$ cat src/rtl/wave_meas.sv
// Waveform measurement: hysteretic rising mid-scale crossings give the span of NCYC periods,
// while min/max/peak-to-peak are tracked over the same sample window.
module wave_meas #(
  parameter int               DATA_W  = 14,
  parameter int               MID     = 8192,
  parameter int               HYST    = 64,
  parameter int               NCYC    = 4,
  parameter int               PER_W   = 24,
  parameter logic [PER_W-1:0] TIMEOUT = '1
) (
  input  logic              clk,
  input  logic              rst,
  input  logic              en,
  input  logic              start,
  input  logic [DATA_W-1:0] adc_data,
  input  logic              adc_valid,
  output logic              busy,
  output logic              done,
  output logic              timeout,
  output logic [PER_W-1:0]  period_sum,
  output logic [DATA_W-1:0] amp_max,
  output logic [DATA_W-1:0] amp_min,
  output logic [DATA_W-1:0] amp_pp
);

  typedef enum logic [2:0] {S_IDLE, S_ARM, S_SYNC, S_MEAS, S_DONE} state_t;

  localparam logic [DATA_W-1:0] LO_TH = DATA_W'(MID - HYST);
  localparam logic [DATA_W-1:0] HI_TH = DATA_W'(MID + HYST);

  state_t            state, state_nxt;
  logic [PER_W-1:0]  cnt, wdog;
  logic [7:0]        ncr;
  logic              armed;
  logic [DATA_W-1:0] cur_max, cur_min;
  logic              below, above, counting, sample, wdog_hit, last_cross;

  assign below      = adc_data < LO_TH;
  assign above      = adc_data >= HI_TH;
  assign counting   = (state == S_ARM) || (state == S_SYNC) || (state == S_MEAS);
  assign sample     = en && adc_valid && counting;
  assign wdog_hit   = sample && (wdog == TIMEOUT - 1'b1);
  assign last_cross = (state == S_MEAS) && adc_valid && armed && above &&
                      (ncr == 8'(NCYC - 1));

  always_ff @(posedge clk) begin
    if (rst) state <= S_IDLE;
    else     state <= state_nxt;
  end

  // Disable and watchdog expiry both win over normal sequencing.
  always_comb begin
    state_nxt = state;
    busy      = (state != S_IDLE);
    if (!en || wdog_hit) begin
      state_nxt = S_IDLE;
    end else begin
      case (state)
        S_IDLE:  if (start)                state_nxt = S_ARM;
        S_ARM:   if (adc_valid && below)   state_nxt = S_SYNC;
        S_SYNC:  if (adc_valid && above)   state_nxt = S_MEAS;
        S_MEAS:  if (last_cross)           state_nxt = S_DONE;
        S_DONE:                            state_nxt = S_IDLE;
        default:                           state_nxt = S_IDLE;
      endcase
    end
  end

  always_ff @(posedge clk) begin
    if (rst) begin
      cnt        <= '0;
      wdog       <= '0;
      ncr        <= '0;
      armed      <= 1'b0;
      cur_max    <= '0;
      cur_min    <= '0;
      done       <= 1'b0;
      timeout    <= 1'b0;
      period_sum <= '0;
      amp_max    <= '0;
      amp_min    <= '0;
      amp_pp     <= '0;
    end else begin
      done <= 1'b0;
      if (en && (state == S_IDLE) && start) begin
        timeout <= 1'b0;
        cnt     <= '0;
        wdog    <= '0;
        ncr     <= '0;
        armed   <= 1'b0;
      end
      if (sample)   wdog    <= wdog + 1'b1;
      if (wdog_hit) timeout <= 1'b1;
      // The first crossing opens the window; later ones close one period each.
      if (sample && !wdog_hit) begin
        if ((state == S_SYNC) && above) begin
          cnt     <= '0;
          cur_max <= adc_data;
          cur_min <= adc_data;
          armed   <= 1'b0;
        end else if (state == S_MEAS) begin
          if (cnt != '1)          cnt     <= cnt + 1'b1;
          if (adc_data > cur_max) cur_max <= adc_data;
          if (adc_data < cur_min) cur_min <= adc_data;
          if (below) begin
            armed <= 1'b1;
          end else if (armed && above) begin
            armed <= 1'b0;
            ncr   <= ncr + 8'd1;
          end
        end
      end
      if (en && (state == S_DONE)) begin
        done       <= 1'b1;
        period_sum <= cnt;
        amp_max    <= cur_max;
        amp_min    <= cur_min;
        amp_pp     <= cur_max - cur_min;
      end
    end
  end

endmodule

$ cat config.mk
export PLATFORM = sky130hd
export DESIGN_NAME = wave_meas
export DESIGN_NICKNAME = d
export VERILOG_FILES = /design/src/rtl/wave_meas.sv
export SDC_FILE = /design/constraint.sdc
export NUM_CORES = 1
export LEC_CHECK = 0
export ABC_AREA = 0
export CAP_MARGIN = 20
export CELL_PAD_IN_SITES_DETAIL_PLACEMENT = 0
export CELL_PAD_IN_SITES_GLOBAL_PLACEMENT = 1
export CORE_MARGIN = 10
export CORE_UTILIZATION = 46
export CTS_BUF_LIST = sky130_fd_sc_hd__clkbuf_16
export DETAILED_ROUTE_END_ITERATION = 10
export GPL_ROUTABILITY_DRIVEN = 1
export PLACE_DENSITY = 0.93
export SLEW_MARGIN = 20
export SYNTH_ARGS = -nofsm -noshare
export SYNTH_HDL_FRONTEND = slang
export SYNTH_SLANG_ARGS = --single-unit
$ cat constraint.sdc
create_clock -name clk -period 5.6 [get_ports clk]
set_clock_uncertainty 0.05 [all_clocks]
set_input_delay 1.12 -clock clk [delete_from_list [all_inputs] [get_ports clk]]
set_output_delay 1.12 -clock clk [all_outputs]
set_load 0.005 [all_outputs]
==> impl_metrics.tcl <==
set metrics [dict create \
    avgSynthCellArea_um2 8.110 \
    p_sw_mw 0.5437 \
    synthFlopType "dfxtp_1" \
    dieArea_mm2 0.02289 \
    nets 1103 \
    cts_tree "built" \
    grt_util_all_layers_pct 17.77 \
    ir_drop_uv 222.3 \
    hp-class "reg2reg" \
    viasPerCell 5.548 \
    clkPwrFrac_pct 47.6 \
    ys_top_cells_by_area "dfxtp_1 (39%), nand2_1 (9.2%), ha_1 (6.9%), a21oi_1 (6.6%), mux2i_1 (3.7%)" \
    ant_nets 0 \
    yosysMostFrequentCell "nand2_1" \
    synthCells 978 \
    num_vias 7057 \
    yosysSeqAreaShare_pct 39.38 \
    pin_count 88 \
    r2r_setup_slack_ns 2.40 \
    async_flop_share_pct 0 \
    critPathMaxFanout 8 \
    leakage_nw 3.266 \
    fill_cells 1566 \
    first_iter_violations 493 \
    hold_viol_final 0 \
    endpoint_kind "flip-flop" \
    place_ws_ns 1.427 \
    ys_seq_elements 156 \
    p_seq_share_pct 48.4 \
    antenna_found_initial 0 \
    cp.required_ns 5.86 \
    multi_input_area_mm2 0.004384 \
    root_buffer "clkbuf_16" \
    clk_path_buf_depth 2 \
    yosys_warnings 0 \
    synth_edf_count 0 \
    switching_share_pct 23.68 \
    syn-num-nets 1042 \
    layout-drive-gt1-share_pct 6.464 \
    powerDensity_mw_per_mm2 244.8 \
    worstSetupStartpointType "input port" \
    postCtsResizedCells 0 \
    seq_area_mm2 0.003123 \
    cts_htree_levels 4 \
    crit_type "in2reg" \
    ys_types 75 \
    core_mm2 0.01676 \
    initial_core_util_pct 47.32 \
    post_drt_wl_per_cell_um 15.86 \
    setup-violations-final 0 \
    worst_pin_slew_ns 0.9535 \
    p_int_mw 1.753 \
    rsz0062_at_grt "no" \
    combPwrFrac_pct 4.1 \
    clk_pin_slew_worst_paths_ns 0.06 \
    finalMaxSlewViolations 0 \
    numCtsBuffers 17 \
    die_w_um 151.3 \
    maxCapViolations 0 \
    drcViolationCount 0 \
    post-route-worst-setup-slack_ns 1.843 \
    drt_wl_total_um 20170 \
    min_period_ns 3.757 \
    cts_hold_buf 0 \
    insertion_delay_ns 0.43 \
    synth_common_cells "nand2_1 (194), dfxtp_1 (156), a21oi_1 (105)" \
    mappedNetlistArea_mm2 0.007931 \
    fp.dieH_um 151.3 \
    rows 47 \
    grt_pass1_vias 6611 \
    status "complete, no violations" \
    syn_to_final_growth_pct 18.30 \
    postCtsSetupBuffers 0 \
    n_antenna_cell 0 \
    worstPathArrival_ns 4.01 \
    synth_top_area_cell "dfxtp_1" \
    clkSinkCount 156 \
    synthDominantCellAreaShare_pct 39.38 \
    drt_pre_antenna_iters 5 \
    hpwl_um 14420 \
    grt_max_degree 77 \
    fmax_ghz 0.2662 \
    max_slew_margin_pct 36.43 \
    min_period_over_period_pct 67.08 \
    portBuffers 87 \
    holdWs_ns 0.3999 \
    globalplace.congestion 0.9100 \
    grt_pass1_wl_um 33220 \
    grt_overflow 0 \
    tns_ns 0 \
]
power by group through the flow:
| stage | clock network (mW) | logic [mW] | registers (mW) |
|---|---|---|---|
| floorplan | 0 | 0.0587 | 1.14 |
| global placement | 0 | 0.0920 | 1.14 |
| detailed placement | 0 | 0.0927 | 1.14 |
| CTS | 1.11 | 0.0932 | 1.11 |
| global route | 1.16 | 0.104 | 1.11 |
| finish | 1.09 | 0.0931 | 1.11 |
metrics by stage:
step | util (%) | std cells | instance area (um^2) | power, mW
global route | 55.98 | 1272 | 9383 | 2.372
CTS | 55.98 | 1272 | 9383 | 2.314
finish | 55.98 | 1272 | 9383 | 2.297
detailed placement | 52.69 | 1240 | 8831 | 1.229
floorplan | - | 978 | 7931 | 1.194
global placement | 52.69 | 1240 | 8831 | 1.228
logic make-up after synthesis:
group           Yosys count  share of synthesized area, %
compound gates          232                         18.08
xor+xnor                 11                         1.215
flops                   156                         39.38
simple gates            413                         24.63
fa+ha+maj                45                         7.194
buf+inv                  89                         5.427
mux                      32                         4.086
flip-flops by register name (all words and copies together), names as in the netlist, 14 cells and up:
| name | flops |
|---|---|
| amp_min | 14 |
| wdog | 24 |
| amp_max | 14 |
| cur_max | 14 |
| cnt | 24 |
| amp_pp | 14 |
| cur_min | 14 |
| period_sum | 24 |
area by class of cell:
class                   count  area share (%)
clock buffers              17           4.534
clock inverters            15           1.347
inverters                  40           1.600
multi-input cells         733           46.73
flip-flops and latches    156           33.28
well taps                 220           2.934
repair buffers             91           9.575
cell usage in the layout, fill, tap and decap left out, types with 6 or more instances in the layout:
master,instances
clkbuf_16,17
ha_1,44
clkdlybuf4s50_1,86
and3_1,10
nor2_1,75
o21ai_1,6
a211oi_1,10
inv_1,40
a31oi_1,9
nand2_1,194
mux2i_1,29
nand3_1,37
nor4_1,7
xnor2_1,6
nor3_1,11
o21ai_0,39
dfxtp_1,156
a21o_1,9
nor2b_1,7
o211ai_1,10
nand4_1,14
or3_1,11
a21oi_1,105
o21a_1,9
final timing paths:
| check | start | endpoint | depth (start not counted) |
|---|---|---|---|
| setup / recovery | adc_data[6] | cur_min[5]$_SDFFE_PP0P_ | 11 |
| hold / removal | amp_pp[6]$_SDFFE_PP0P_ | amp_pp[6]$_SDFFE_PP0P_ | 2 |
| setup reg to reg | cnt[0]$_SDFF_PP0_ | cnt[12]$_SDFF_PP0_ | 8 |
| hold reg to reg | amp_pp[6]$_SDFFE_PP0P_ | amp_pp[6]$_SDFFE_PP0P_ | 2 |
worst max-delay path, stage by stage:
cell and delay (ns):
clkdlybuf4s50_1 0.52, ha_1 0.38, a21oi_1 0.15, nand2_1 0.07
a2111oi_0 0.43, o21a_1 0.20, o21ai_0 0.09, a211oi_1 0.28
o21ai_1 0.32, buf_4 0.32, mux2i_1 0.14
per-layer routing:
metal  global-route usage [%]  vias to the layer above  part of all wire (%)  routed length (um)
met3                    5.072                       10                   6.2                1244
met4                    4.283                        0                  0.77                 156
met2                    27.58                      144                    44                8821
met5                        0                        -                     0                   0
li1                         -                     3566                     -                   -
met1                    23.81                     3337                    49                9947
Power figures use the tool's default switching activity.
